$ cat config.mk
export PLATFORM = sky130hd
export DESIGN_NAME = aes_key_sched_ctrl
export DESIGN_NICKNAME = d
export VERILOG_FILES = /design/src/rtl/aes_key_sched_ctrl.sv
export SDC_FILE = /design/constraint.sdc
export NUM_CORES = 1
export LEC_CHECK = 0
export ABC_AREA = 1
export CORE_AREA = 10 10 206 208
export DETAILED_ROUTE_END_ITERATION = 16
export DIE_AREA = 0 0 216 218
export GPL_TIMING_DRIVEN = 0
export PLACE_DENSITY = 0.66
export SYNTH_ARGS = -nofsm -noshare
export SYNTH_HDL_FRONTEND = slang
export SYNTH_SLANG_ARGS = --single-unit
export TNS_END_PERCENT = 1
$ cat constraint.sdc
create_clock -name clk -period 2.05 [get_ports clk]
set_input_delay 0.3075 -clock clk [delete_from_list [all_inputs] [get_ports clk]]
set_output_delay 0.3075 -clock clk [all_outputs]
set_load 0.02 [all_outputs]
$ cat src/rtl/aes_key_sched_ctrl.sv
`default_nettype none
// ============================================================================
//  Module  : aes_key_sched_ctrl
//  Purpose : Sequences the single-round GenKey unit through the AES key
//            expansion and streams round keys 0..NUM_ROUNDS to the datapath.
//            Optional round-key buffer: define AES_KEY_SCHED_RKBUF_EN.
//  Rev     : 1.0  initial release
// ============================================================================
module aes_key_sched_ctrl #(
    parameter int KEY_LEN    = 128,
    parameter int WORD_LEN   = 32,
    parameter int NUM_ROUNDS = 10,
    parameter int TIMEOUT    = 15
) (
    input  logic                clk,
    input  logic                reset,
    input  logic                start,
    input  logic                abort,
    input  logic [KEY_LEN-1:0]  key_in,
    output logic                busy,
    output logic                done,
    output logic                err,
    output logic                gk_valid_in,
    output logic [KEY_LEN-1:0]  gk_key_in,
    output logic [WORD_LEN-1:0] gk_rcon,
    input  logic [KEY_LEN-1:0]  gk_round_key,
    input  logic                gk_valid_out,
    output logic                rk_valid,
    output logic [3:0]          rk_idx,
    output logic [KEY_LEN-1:0]  rk_data
`ifdef AES_KEY_SCHED_RKBUF_EN
    ,
    input  logic [3:0]          rb_addr,
    output logic [KEY_LEN-1:0]  rb_data
`endif
);

    localparam int              c_TW    = $clog2(TIMEOUT + 1);
    localparam logic [3:0]      c_LAST  = 4'(NUM_ROUNDS);
    localparam logic [c_TW-1:0] c_TMAX  = c_TW'(TIMEOUT - 1);
    localparam logic [c_TW-1:0] c_TONE  = c_TW'(1);
    localparam logic [7:0]      c_RCON0 = 8'h01;

    typedef enum logic [1:0] {
        S_IDLE  = 2'd0,
        S_ISSUE = 2'd1,
        S_WAIT  = 2'd2,
        S_DONE  = 2'd3
    } state_t;

    state_t          r_state;
    logic [3:0]      r_round;
    logic [7:0]      r_rcon;
    logic [c_TW-1:0] r_timer;
    logic [7:0]      w_rcon_next;

    // xtime in GF(2^8): the next Rcon value
    assign w_rcon_next = {r_rcon[6:0], 1'b0} ^ (r_rcon[7] ? 8'h1B : 8'h00);

    always_ff @(posedge clk or negedge reset) begin
        if (!reset) begin
            r_state     <= S_IDLE;
            r_round     <= 4'd0;
            r_rcon      <= c_RCON0;
            r_timer     <= '0;
            busy        <= 1'b0;
            done        <= 1'b0;
            err         <= 1'b0;
            gk_valid_in <= 1'b0;
            gk_key_in   <= '0;
            gk_rcon     <= '0;
            rk_valid    <= 1'b0;
            rk_idx      <= 4'd0;
            rk_data     <= '0;
        end else begin
            gk_valid_in <= 1'b0;
            rk_valid    <= 1'b0;
            done        <= 1'b0;
            if (abort) begin
                r_state <= S_IDLE;
                busy    <= 1'b0;
            end else begin
                case (r_state)
                    S_IDLE: begin
                        // Round key 0 is the cipher key itself; the first request goes out alongside it
                        if (start) begin
                            busy        <= 1'b1;
                            err         <= 1'b0;
                            r_round     <= 4'd1;
                            r_rcon      <= c_RCON0;
                            rk_valid    <= 1'b1;
                            rk_idx      <= 4'd0;
                            rk_data     <= key_in;
                            gk_valid_in <= 1'b1;
                            gk_key_in   <= key_in;
                            gk_rcon     <= {c_RCON0, {(WORD_LEN-8){1'b0}}};
                            r_state     <= S_ISSUE;
                        end
                    end
                    S_ISSUE: begin
                        r_timer <= '0;
                        r_state <= S_WAIT;
                    end
                    S_WAIT: begin
                        if (gk_valid_out) begin
                            rk_valid <= 1'b1;
                            rk_idx   <= r_round;
                            rk_data  <= gk_round_key;
                            if (r_round == c_LAST) begin
                                r_state <= S_DONE;
                            end else begin
                                r_round     <= r_round + 4'd1;
                                r_rcon      <= w_rcon_next;
                                gk_valid_in <= 1'b1;
                                gk_key_in   <= gk_round_key;
                                gk_rcon     <= {w_rcon_next, {(WORD_LEN-8){1'b0}}};
                                r_state     <= S_ISSUE;
                            end
                        end else if (r_timer == c_TMAX) begin
                            err     <= 1'b1;
                            busy    <= 1'b0;
                            r_state <= S_IDLE;
                        end else begin
                            r_timer <= r_timer + c_TONE;
                        end
                    end
                    S_DONE: begin
                        done    <= 1'b1;
                        busy    <= 1'b0;
                        r_state <= S_IDLE;
                    end
                    default: r_state <= S_IDLE;
                endcase
            end
        end
    end

`ifdef AES_KEY_SCHED_RKBUF_EN
    logic [KEY_LEN-1:0] r_rkbuf [0:NUM_ROUNDS];

    // Buffer contents survive reset so a host can still read the last schedule
    always_ff @(posedge clk) begin
        if (rk_valid) begin
            r_rkbuf[rk_idx] <= rk_data;
        end
    end

    always_ff @(posedge clk or negedge reset) begin
        if (!reset) begin
            rb_data <= '0;
        end else begin
            rb_data <= (rb_addr <= c_LAST) ? r_rkbuf[rb_addr] : '0;
        end
    end
`endif

endmodule
`default_nettype wire
Word level (Yosys, flattened, before mapping)

Index checks and enable logic that the tools add are counted.

Reductions and logical operators: 10
Equal/unequal tests: 15
Add/sub/neg operators: 2
Mux-type cells: 50
Bitwise operators: 2

Operators by type and width:

| kind                                                           | number |
|---|---|
| 128-bit 2-to-1 mux                                             | 4 |
| 128-bit one-hot mux with 2 select lines                        | 2 |
| 32-bit 2-to-1 mux                                              | 3 |
| 32-bit one-hot mux with 2 select lines                         | 1 |
| 4-bit 2-to-1 mux                                               | 7 |
| 8-bit 2-to-1 mux                                               | 3 |
| 4-bit one-hot mux with 2 select lines                          | 3 |
| 8-bit one-hot mux with 2 select lines                          | 1 |
| 1-bit 2-to-1 mux                                               | 15 |
| 2-bit != test (second input constant)                          | 6 |
| 4-bit AND reduction                                            | 3 |
| 2-bit 2-to-1 mux                                               | 5 |
| 5-bit AND reduction                                            | 2 |
| 3-bit != test (second input constant)                          | 3 |
| 4-bit by 1-bit adder with 4-bit output (second input constant) | 2 |
| 4-bit equality test (second input constant)                    | 2 |
| 2-bit one-hot mux with 4 select lines                          | 1 |
| 8-bit by 5-bit bitwise XOR with 8-bit output                   | 1 |
| 1-bit one-hot mux with 2 select lines                          | 3 |
| 5-bit 2-to-1 mux                                               | 1 |
| 2-bit equality test (second input constant)                    | 2 |
| 4-bit != test (second input constant)                          | 1 |
| 2-bit nonzero test                                             | 2 |
| 4-bit nonzero test                                             | 1 |
| other kinds (5)                                                | 5 |

Bits in registers: 315
Input port bits: 261
Output and inout bits: 297
Word-level logic and storage cells: 92

Depth between registers and ports, before layout

Gate-level depths: netlist (run 1).

Depth in word-level cells: 5
Depth in mapped cells: 10
Gate-level depth less buffers: 8

Worst setup path after synthesis (run 1)

Ideal clock, no wire load.

Path type: register to register
From: register r_round[0]
To: register gk_rcon[24]
Cell stages (with the launch flop): 11
Library setup time: 0.124 ns
Required time: 1.926 ns
Setup slack: 0.524 ns
Clock period less this slack: 1.526 ns
Buffers on the path: 2
Arrival time: 1.402 ns
Path through: dfrtp_1 > inv_1 > ha_1 > nand3_1 > nor2_2 > nor2_4 > inv_2 > buf_4 > buf_2 > nand2_1 > nand2_1

Longest elaborated chain between the ends: 3

Ends and longest elaborated chain:

| element                       | RTL line | RTL |
|---|---|---|
| start: declaration            | 52       | `logic [3:0] r_round;` |
| start signal: assignment      | 112      | `r_round <= r_round + 4'd1;` |
| 4-bit equality test           | 109      | `if (r_round == c_LAST) begin` |
| 2-bit != test (no line)       | -        |  |
| 5-bit AND reduction (no line) | -        |  |
| end signal: assignment        | 96       | `gk_rcon <= {c_RCON0, {(WORD_LEN-8){1'b0}}};` |
| end signal: assignment        | 116      | `gk_rcon <= {w_rcon_next, {(WORD_LEN-8){1'b0}}};` |
| end: declaration              | 25       | `output logic [WORD_LEN-1:0] gk_rcon,` |

Every way passes these cells.
A chain may end at the register's enable or synchronous reset.

Worst setup path in the final report (run 1)

From: register r_state[0]
To: register gk_key_in[20]

Longest elaborated chain between the ends: 3
Elaborated cells on any way between the ends: 8
Those cells by class: eq/ne: 4; mux: 1; reduce/logical: 3

Ends and longest elaborated chain:

| element                                                              | RTL line | RTL |
|---|---|---|
| start: declaration                                                   | 51       | `state_t r_state;` |
| start signal: assignment                                             | 62       | `r_state <= S_IDLE;` |
| start signal: assignment                                             | 80       | `r_state <= S_IDLE;` |
| start signal: assignment                                             | 97       | `r_state <= S_ISSUE;` |
| 2-bit equality test / 2-bit zero test (equally long branches)        | 83       | `case (r_state)` |
| 2-bit != test (no line) / 2-bit nonzero test (equally long branches) | -        |  |
| 5-bit AND reduction (no line)                                        | -        |  |
| end signal: assignment                                               | 95       | `gk_key_in <= key_in;` |
| end signal: assignment                                               | 115      | `gk_key_in <= gk_round_key;` |
| end: declaration                                                     | 24       | `output logic [KEY_LEN-1:0] gk_key_in,` |

Several ways; a longest one is shown, not always the timed one.

==> metrics.md, run 1 <==
| Metric | Value |
|---|---|
| Status | `completed` |
| RSZ-0062 raised after global routing | `yes` |
| Synth unique cells | `22` |
| Critical path class | `flop to flop` |
| Mapped Cells | `1,687` |
| Share of layout cells above drive strength 1 | `7.54%` |
| P_sw | `0.00827 W` |
| Top-count cell post-synth | `nand2_1` |
| FP Rows | `72` |
| Number of synthesized flops with an enable pin | `0` |
| DRT antenna net count | `0` |
| Gpl congestion | `0.904` |
| Max-slew headroom | `58.0%` |
| Die height | `218 microns` |
| I/O pins | `558` |
| Critical-path cell list | `nor2_1 -> nand3_4 -> nor2_4 -> buf_4 -> buf_2 -> nand2_1 -> nand2_1` |
| Vias | `12,866` |
| Initial Util | `33.1%` |
| CTS Root Cell | `clkbuf_16` |
| Final Instance Area | `20,200 sq um` |
| Area growth syn-to-layout | `58.9%` |
| Worst min path class | `input pin to async pin` |
| Ys Warns | `0` |
| Async set-reset flop share out of synthesis | `100%` |
| Synth Register Bits | `284` |
| FF-to-FF End | `gk_key_in[20]` |
| Yosys top cell by area | `dfrtp_1` |
| Startpoint types | `flop` |
| Combinational Power Share | `37.7%` |
| Critical Path Max Stage Delay | `0.46 ns` |
| Post-synthesis sequential area ratio | `56.0%` |
| Clock tree sinks | `284` |
| DR WL/cell | `19.6 microns` |
| Vias/cell | `4.55` |
| Clk_lat worst skew | `0.51 ns` |
| Largest cells by area after synthesis | `dfrtp_1 (56%), nand2_1 (36%), buf_2 (2.1%)` |
| Power per cell area | `1150 nW/um^2` |
| Worst path bufs/invs | `2` |
| Worst path most repeated cell | `nand2_1` |
| Post-detailed-routing wire length | `55,500 microns` |
| WP data arrival | `2.46 ns` |
| Core area | `38,300 sq um` |
| Worst Skew | `0.0180 ns` |
| H-tree depth | `2` |
| Clock share of power | `28.3%` |
| Min Tclk post-route | `2.03 ns` |
| Cells after DPL | `2,763` |
| Critical Path RT | `2.48 ns` |
| Sequential power share | `34.0%` |
| DRC | `0` |
| WL met3 | `4870 microns` |
| Fin crit share | `99.0%` |
| Pleak | `10.5 nW` |
| Pint | `0.0150 W` |
| Clock Pin Slew Worst Setup and Hold Paths | `0.06 ns` |
| Kind of cell adding the most delay to the critical path | `simple AND/OR/NAND/NOR gates` |
| Slowest stage cell, crit path | `dfrtp_1` |
| Largest net degree at the start of global routing | `121` |
| Max IR drop VDD | `0.522 mV` |
| Setup TNS | `0 ns` |
| Worst-case clock buffer depth | `3` |
| Cell area after synthesis | `12,700 sq um` |
| GRT overflow | `0` |
| Max Cap Violations | `0` |
| FF-to-FF setup slack | `0.02 ns` |
| First-pass GRT wire length | `82,000 microns` |
| Port-buffer cells | `533` |
| CP Max Fanout | `10` |
| Antenna violations before repair | `1` |
| Reg2Reg Depth | `7` |
| RR Startpoint | `r_state[0]` |
| CTS tree | `done` |
| Post-DP Area | `18,800 sq um` |
| Post-synth top flop | `dfrtp_1` |
| Cell Count, Final, Fillers Out | `2,828` |
| Highest clock rate | `0.493 GHz` |
| DRT Pass-1 Iters | `5` |
| Met1 WL | `22,400 microns` |
| Switching Fraction | `35.5%` |
| CTS Buf Count | `34` |
| Vias in the first global route | `12,971` |
| DR WL met2 | `26,800 microns` |
| Final Max Tran Viols | `0` |
| Fin. Hold Viols | `0` |
| Starting DRT DRC Count | `963` |
| Die area | `47,100 sq um` |
| Highest routed metal layer | `met4` |
| Slew @ Worst Pin | `0.630 ns` |
| CP Capture Type | `flop` |
| Avg Cell Area, Syn | `7.52 sq um` |
| Synth top area share | `55.8%` |
| FILL cells | `3,669` |
| GRT Overall Usage | `22.7%` |
| HPWL Detailed | `43,700 microns` |
| Synth top cells by count | `nand2_1 (1,213), dfrtp_1 (283), buf_2 (52)` |
| Setup violations, final | `0` |
| Nets | `2,550` |
| Die X | `216 microns` |
state kept, by name, summed over array words and instances, names as in the netlist:
signal,flops
busy,1
rk_data,128
r_rcon,7
rk_idx,4
done,1
rk_valid,1
gk_valid_in,1
r_state,2
r_timer,4
gk_rcon,2
gk_key_in,128
r_round,4
err,1
area by class of cell:
cell class,count,area [sq um],area share [%]
Antenna cell,1,2.50,0.0124
Sequential cell,284,7110,35.3
Buffer,119,689,3.42
Multi-Input combinational cell,1292,4990,24.8
Clock inverter,11,186,0.925
Clock buffer,49,1050,5.21
Timing Repair Buffer,539,5430,26.9
Inverter,15,56.3,0.279
Tap cell,518,648,3.21
through the flow:
stage / hold WS, ns / power (W) / utilization [%] / worst slack (ns)
finish: 0.340 / 0.0233 / 52.7 / 0.0212
global placement: 0.453 / 0.0167 / 49.0 / -11.79
CTS: 0.338 / 0.0235 / 52.6 / -0.0166
floorplan: 0.0119 / 0.0117 / - / 0.524
global route: 0.368 / 0.0245 / 52.7 / -0.126
detailed placement: 0.280 / 0.0168 / 49.1 / -0.967
power groups by stage:
stage / logic [W] / clock network [W] / registers, W
after floorplan: 0.00202 / 0 / 0.00970
after global placement: 0.00874 / 0 / 0.00795
after detailed placement: 0.00880 / 0 / 0.00798
after CTS: 0.00887 / 0.00672 / 0.00792
after global routing: 0.00942 / 0.00695 / 0.00809
final: 0.00876 / 0.00659 / 0.00791
how the worst max path moves through the flow:
stage	start	to	slack, ns	depth (start not counted)
final	r_state[0]	gk_key_in[20]	0.02	7
after global routing	r_state[0]	gk_key_in[101]	-0.13	8
after global placement	reset	rk_data[49]	-11.79	1
after CTS	r_state[0]	gk_rcon[24]	-0.02	6
after detailed placement	abort	gk_rcon[24]	-0.97	7
after floorplan	r_round[0]	gk_rcon[24]	0.52	10
cell families (layout without fill, tap and decap cells):
logic type / after synthesis / in the layout / synth area share [%]
simple gates: 1247 / 1247 / 37.3
flops: 284 / 284 / 56.0
buf+inv: 134 / 733 / 5.42
compound gates: 12 / 12 / 0.513
xor+xnor: 5 / 5 / 0.345
fa+ha+maj: 4 / 4 / 0.395
other cells: 1 / 25 / 0.0296
placed cells by master (no fill, tap or decap), drive strengths merged, types with 2 or more instances in the layout:
| cell | count |
|---|---|
| a21oi | 2 |
| buf | 94 |
| bufinv | 5 |
| clkbuf | 81 |
| clkdlybuf4s50 | 531 |
| clkinv | 5 |
| conb | 24 |
| dfrtp | 283 |
| ha | 4 |
| inv | 15 |
| nand2 | 1213 |
| nand3 | 17 |
| nand4 | 3 |
| nor2 | 14 |
| o21ai | 8 |
| o21bai | 2 |
| xor2 | 4 |
worst register-to-register path, cell delays in order (launching register included):
cell     delay [ns]
dfrtp_1        0.46
nor2_1         0.27
nand3_4        0.20
nor2_4         0.26
buf_4          0.30
buf_2          0.29
nand2_1        0.09
nand2_1        0.08
routing by layer:
metal | global-route usage (%) | vias to the layer above
met4 | 6.55 | 0
met5 | 0 | -
met3 | 7.34 | 74
met1 | 26.8 | 6083
li1 | - | 6218
met2 | 38.6 | 491
repair_timing:
action | 4_1_cts | 5_1_grt
resized for setup | 26 | 18
endpoints found under the setup margin | 272 | 160
buffers inserted | 3 | 0
pin swaps | 2 | 1
endpoints found under the hold margin | 55 | 0
hold buffers | 1 | 0
cloned | 0 | 0
No activity file was read; power rests on OpenSTA's default activity.
==> inputs of run 2 (changes only) <==
- CELL_PAD_IN_SITES_DETAIL_PLACEMENT: default -> 1
- CELL_PAD_IN_SITES_GLOBAL_PLACEMENT: default -> 2
- CORE_AREA: 10 10 206 208 -> default
- CORE_MARGIN: default -> 10
- CORE_UTILIZATION: default -> 22
- DIE_AREA: 0 0 216 218 -> default
- GPL_TIMING_DRIVEN: 0 -> default
- PLACE_DENSITY: 0.66 -> default
- PLACE_DENSITY_LB_ADDON: default -> 0.1
- TNS_END_PERCENT: 1 -> 50
==> run 2 against run 1 <==
Effect of this change: worst setup slack improved by 0.079 ns; non-clock buffer count decreased by 84; die area grew 44%; utilization down 17 points; critical endpoint is now gk_rcon[29]; largest cell class unchanged; highest routed layer is now met5.
==> metrics.md, run 2 (synthesis gave the netlist of run 1 again) <==
| Metric | Value |
|---|---|
| Total power | `0.0232 W (-0.24%)` |
| Max IR drop VDD | `0.544 mV (+4.3%)` |
| Pleak | `10.2 nW (-2.3%)` |
| Clock tree sinks | `284 (unchanged)` |
| Startpoint types | `flop` |
| Die height | `260 microns (+19%)` |
| Setup violations, final | `0 (unchanged)` |
| CP startpoint | `r_rcon[5]` |
| Commonest non-fill, non-tap cell in the layout | `nand2_1` |
| Sequential power share | `34.1% (about the same)` |
| Clk_lat worst skew | `0.55 ns (+0.04 ns)` |
| DRT Pass-1 Iters | `4 (-1)` |
| Fin worst setup slack | `0.100 ns (+0.0789 ns)` |
| Worst path bufs/invs | `1 (-1)` |
| Nets | `2,470 (-3.1%)` |
| I/O pins | `558 (unchanged)` |
| Die X | `260 microns (+20%)` |
| Slowest stage cell, crit path | `clkdlybuf4s50_1` |
| Core area | `56,700 sq um (+48%)` |
| Kind of cell adding the most delay to the critical path | `buffers and inverters` |
| Min Tclk post-route | `1.95 ns (-0.0789 ns)` |
| Power per cell area | `1140 nW/um^2 (-0.80%)` |
| GRT Overall Usage | `17.1% (-5.6 points)` |
| Share of layout cells above drive strength 1 | `4.71% (-2.8 points)` |
| Switching Fraction | `36.5% (+0.94 points)` |
| H-tree depth | `2 (unchanged)` |
| Worst-case clock buffer depth | `3 (unchanged)` |
| ANT cells | `0 (-1)` |
| HPWL Detailed | `45,400 microns (+4.0%)` |
| CP Capture Type | `output port` |
| Starting DRT DRC Count | `463 (-52%)` |
| Combinational Power Share | `38.1% (+0.4 points)` |
| Fin. Hold Viols | `0 (unchanged)` |
| Pint | `0.0147 W (-1.7%)` |
| DRT antenna net count | `0 (unchanged)` |
| Slew @ Worst Pin | `0.557 ns (-0.0728 ns)` |
| Most frequent cells in the layout | `nand2_1 (1,213), clkdlybuf4s50_1 (532), dfrtp_1 (283), clkbuf_16 (39), buf_12 (25)` |
| DRC | `0 (unchanged)` |
| CTS tree | `done` |
| Clock Pin Slew Worst Setup and Hold Paths | `0.06 ns (about the same)` |
| Critical path class | `flop to output port` |
| P_sw | `0.00847 W (+2.4%)` |
| Max-slew headroom | `62.4% (+4.5 points)` |
| Vias/cell | `4.14 (-9.1%)` |
| CP Max Fanout | `3 (-7)` |
| GRT overflow | `0 (unchanged)` |
| Status | `completed` |
| Clock share of power | `27.7% (-0.6 points)` |
| DR WL/cell | `20.0 microns (+1.7%)` |
| Fin crit share | `95.1% (-3.8 points)` |
| Setup bufs post-CTS | `0 (-3)` |
| Port-buffer cells | `533 (unchanged)` |
| Top Registers | `gk_key_in: 128 flops, rk_data: 128 flops, r_rcon: 7 flops` |
| Post-detailed-routing wire length | `59,600 microns (+7.4%)` |
| Die area | `67,700 sq um (+44%)` |
| Gpl congestion | `0.769 (-15%)` |
| RSZ-0062 raised after global routing | `no` |
| FILL cells | `6,790 (+85%)` |
| Highest clock rate | `0.513 GHz (+4.0%)` |
| Max Cap Violations | `0 (unchanged)` |
| Antenna violations before repair | `1 (unchanged)` |
| Initial Util | `22.4% (-11 points)` |
| Vias in the first global route | `13,391 (+3.2%)` |
| Final Max Tran Viols | `0 (unchanged)` |
| Vias | `12,349 (-4.0%)` |
| First-pass GRT wire length | `88,100 microns (+7.4%)` |
| RR Startpoint | `r_state[0]` |
| Multi-input gate area | `4990 sq um (about the same)` |
| Critical-path cell list | `clkdlybuf4s50_1` |
| Area growth syn-to-layout | `59.8%` |
| Worst min path class | `input pin to async pin` |
| Critical Path RT | `1.74 ns (-0.74 ns)` |
| CTS Buf Count | `38 (+12%)` |
| CTS Root Cell | `clkbuf_16` |
| WP data arrival | `1.64 ns (-0.82 ns)` |
| Worst Skew | `0.0205 ns (+0.00248 ns)` |
| Critical Path Max Stage Delay | `0.71 ns (+0.25 ns)` |
| DP Worst Slack | `-0.00797 ns (+0.959 ns)` |
| Largest net degree at the start of global routing | `88 (-27%)` |
| FP Rows | `87 (+21%)` |
| Sequential standard cell area | `7110 sq um (about the same)` |
==> run 2: changes by cell type in the layout (fill, tap and decap cells not counted), sizes merged <==
cell,previous run,this run
buf,94,41
clkbuf,81,59
bufinv,5,0
clkdlybuf4s50,531,532
clkinv,5,4
clkinvlp,1,0
diode,1,0
inv,15,16
==> run 2: area by class of cell <==
cell class                 count  share of cell area (%)
sequential                   284                    35.1
timing repair buffer         574                    29.4
multi-input combinational   1292                    24.6
clock inverter                 5                   0.142
inverter                      15                   0.339
tap                          756                    4.67
clock buffer                  59                    5.78
==> run 2: final timing paths <==
check,cells after the start,end,slack [ns]
worst max-delay path,1,gk_rcon[29],0.10
worst min-delay path,2,rk_data[26],0.25
worst min register to register,2,gk_key_in[127],0.47
worst max register to register,9,gk_key_in[10],0.19
max in group asynchronous,4,gk_key_in[88],1.02
min in group clk,5,rk_data[31],0.43
==> run 2: stage by stage <==
stage               utilization [%]  area [sq um]  cells  hold WS [ns]  setup TNS [ns]
finish                         35.7         20300   2985         0.251               0
global route                   35.7         20300   2985         0.268               0
CTS                            35.7         20300   2985         0.219               0
detailed placement             33.6         19100   2920         0.223         -0.0123
global placement               33.6         19100   2920         0.229        -0.00159
floorplan                         -         12800   1710        0.0119               0
==> run 2: what timing repair did <==
item,4_1_cts,5_1_grt
endpoints found under the setup margin,0,11
resized for setup,0,1
hold buffers,1,0
endpoints found under the hold margin,84,0
==> run 2: power by group through the flow <==
stage / combinational (W) / clock, W / sequential (W)
5_1_grt: 0.00959 / 0.00693 / 0.00813
3_3_place_gp: 0.00904 / 0 / 0.00795
3_5_place_dp: 0.00907 / 0 / 0.00801
2_1_floorplan: 0.00202 / 0 / 0.00970
6_report: 0.00885 / 0.00644 / 0.00792
4_1_cts: 0.00911 / 0.00670 / 0.00795
==> run 2: layer usage <==
layer | global-route usage, % | routed length, microns | vias to the layer above
li1 | - | - | 6024
met1 | 20.8 | 25300 | 5955
met2 | 29.0 | 29000 | 313
met3 | 5.57 | 4410 | 55
met4 | 3.46 | 818 | 2
met5 | 0 | 20 | -
==> inputs of run 3 (changes only) <==
- CTS_CLUSTER_DIAMETER: default -> 60
==> run 3 against run 2 <==
Effect of this change: via count about the same; highest routed layer unchanged; critical path type unchanged; final cell count unchanged; worst setup slack about the same.
==> metrics.md, run 3 (synthesis gave the netlist of run 1 again) <==
| Metric | Value |
|---|---|
| Setup violations, final | `0 (unchanged)` |
| DRT Pass-1 Iters | `4 (unchanged)` |
| Clk_lat worst skew | `0.54 ns (about the same)` |
| Startpoint types | `flop` |
| Starting DRT DRC Count | `475 (+2.6%)` |
| H-tree depth | `2 (unchanged)` |
| DR WL/cell | `20.0 microns (about the same)` |
| Power per cell area | `1160 nW/um^2 (+1.4%)` |
| Slew @ Worst Pin | `0.543 ns (-0.0145 ns)` |
| CTS Buf Count | `40 (+5.3%)` |
| Port-buffer cells | `533 (unchanged)` |
| Highest clock rate | `0.513 GHz (about the same)` |
| Worst-case clock buffer depth | `3 (unchanged)` |
| Die height | `260 microns (unchanged)` |
| Largest net degree at the start of global routing | `88 (unchanged)` |
| Gpl congestion | `0.769 (unchanged)` |
| Setup bufs post-CTS | `0 (unchanged)` |
| Die X | `260 microns (unchanged)` |
| GRT Overall Usage | `17.0% (-0.043 points)` |
| Cells after DPL | `2,920 (unchanged)` |
| Initial Util | `22.4% (unchanged)` |
| Post-detailed-routing wire length | `59,600 microns (about the same)` |
| Critical Path RT | `1.74 ns (about the same)` |
| Clock share of power | `29.1% (+1.4 points)` |
| Vias | `12,339 (-0.081%)` |
| HPWL Detailed | `45,400 microns (unchanged)` |
| CP Depth | `1 (unchanged)` |
| Setup TNS | `0 ns (unchanged)` |
| Pint | `0.0152 W (+2.9%)` |
| CP Capture Type | `output port` |
| Top Registers | `gk_key_in: 128 flops, rk_data: 128 flops, r_rcon: 7 flops` |
| RR Startpoint | `r_state[0]` |
| DRC | `0 (unchanged)` |
| Min Tclk post-route | `1.95 ns (+0.000181 ns)` |
| FF-to-FF End | `gk_key_in[42]` |
| First-pass GRT wire length | `87,900 microns (-0.29%)` |
| Die area | `67,700 sq um (unchanged)` |
| CP startpoint | `r_rcon[3]` |
| CTS Root Cell | `clkbuf_16` |
| DRT antenna net count | `0 (unchanged)` |
| Most frequent cells in the layout | `nand2_1 (1,213), clkdlybuf4s50_1 (532), dfrtp_1 (283), clkbuf_16 (41), buf_12 (25)` |
| FP Rows | `87 (unchanged)` |
| Reg2Reg Depth | `9 (unchanged)` |
| Worst path bufs/invs | `1 (unchanged)` |
| Sequential power share | `33.5% (-0.6 points)` |
| DP Worst Slack | `-0.00797 ns (unchanged)` |
| Clock tree sinks | `284 (unchanged)` |
| Commonest non-fill, non-tap cell in the layout | `nand2_1` |
| Switching Fraction | `35.9% (-0.60 points)` |
| GRT overflow | `0 (unchanged)` |
| Critical path class | `flop to output port` |
| Slowest stage cell, crit path | `clkdlybuf4s50_1` |
| CTS tree | `done` |
| FF-to-FF setup slack | `0.21 ns (+0.02 ns)` |
| Kind of cell adding the most delay to the critical path | `buffers and inverters` |
| Share of layout cells above drive strength 1 | `4.85% (+0.13 points)` |
| P_sw | `0.00849 W (+0.25%)` |
| Worst setup path endpoint | `gk_rcon[27]` |
| Cell Count, Final, Fillers Out | `2,985 (unchanged)` |
| Critical Path Max Stage Delay | `0.71 ns (about the same)` |
| Area growth syn-to-layout | `60.6%` |
| CP Max Fanout | `3 (unchanged)` |
| Nets | `2,472 (+0.081%)` |
| Max Cap Violations | `0 (unchanged)` |
| Antenna violations before repair | `1 (unchanged)` |
| Fin. Hold Viols | `0 (unchanged)` |
| Vias/cell | `4.13 (about the same)` |
| Combinational Power Share | `37.4% (-0.7 points)` |
| Critical-path cell list | `clkdlybuf4s50_1` |
| RSZ-0062 raised after global routing | `no` |
| Pleak | `10.3 nW (+0.39%)` |
| WP data arrival | `1.64 ns (about the same)` |
| Worst Skew | `0.0118 ns (-0.00869 ns)` |
| Final Max Tran Viols | `0 (unchanged)` |
| Fin worst setup slack | `0.0999 ns (-0.000181 ns)` |
| Max-slew headroom | `63.4% (+0.98 points)` |
| Fin crit share | `95.1% (about the same)` |
| Status | `completed` |
| I/O pins | `558 (unchanged)` |
| Core area | `56,700 sq um (unchanged)` |
| Vias in the first global route | `13,361 (-0.22%)` |
| Worst min path class | `input pin to async pin` |
| ANT cells | `0 (unchanged)` |
| Max IR drop VDD | `0.544 mV (about the same)` |
| Clock Pin Slew Worst Setup and Hold Paths | `0.05 ns (about the same)` |
## run 3: how the worst min path moves through the flow
stage               startpoint           to  slack, ns  depth (start not counted)
finish                   reset  rk_data[26]       0.26                          2
global route             reset  rk_data[26]       0.27                          2
floorplan                reset         busy       0.01                          0
CTS                      reset  rk_data[26]       0.22                          2
detailed placement       reset  rk_data[26]       0.22                          1
global placement         reset  rk_data[26]       0.23                          1
## run 3: timing repair
action,in CTS,in global routing
setup endpoints to repair,0,20
gates resized for setup,0,2
hold buffers,1,0
endpoints found under the hold margin,85,0
## run 3: power by group through the flow
| stage | clock (W) | sequential (W) | combinational [W] |
|---|---|---|---|
| after floorplan | 0 | 0.00970 | 0.00202 |
| after global placement | 0 | 0.00795 | 0.00904 |
| after detailed placement | 0 | 0.00801 | 0.00907 |
| after CTS | 0.00716 | 0.00795 | 0.00911 |
| after global routing | 0.00739 | 0.00813 | 0.00958 |
| final | 0.00688 | 0.00792 | 0.00885 |
## run 3: layer usage
metal,vias up,routed length (microns),share of wire (%),global-route usage (%)
met4,2,763,1.3,3.37
li1,6033,-,-,-
met2,323,29100,49,28.9
met1,5929,25300,42,20.7
met5,-,20,0.034,0
met3,52,4470,7.5,5.60
## run 3: stage by stage
| step | utilization [%] | power, W | area, sq um | hold WS (ns) |
|---|---|---|---|---|
| floorplan | - | 0.0117 | 12800 | 0.0119 |
| global placement | 33.6 | 0.0170 | 19100 | 0.229 |
| detailed placement | 33.6 | 0.0171 | 19100 | 0.223 |
| CTS | 35.9 | 0.0242 | 20400 | 0.225 |
| global route | 35.9 | 0.0251 | 20400 | 0.268 |
| finish | 35.9 | 0.0237 | 20400 | 0.258 |
## run 3: area by class of cell
type / instances / area (sq um)
multi-input cells: 1292 / 4990
well taps: 756 / 946
repair buffers: 574 / 5960
inverters: 15 / 68.8
fillers: 6789 / 36300
clock inverters: 8 / 121
clock buffers: 56 / 1170
flip-flops and latches: 284 / 7110
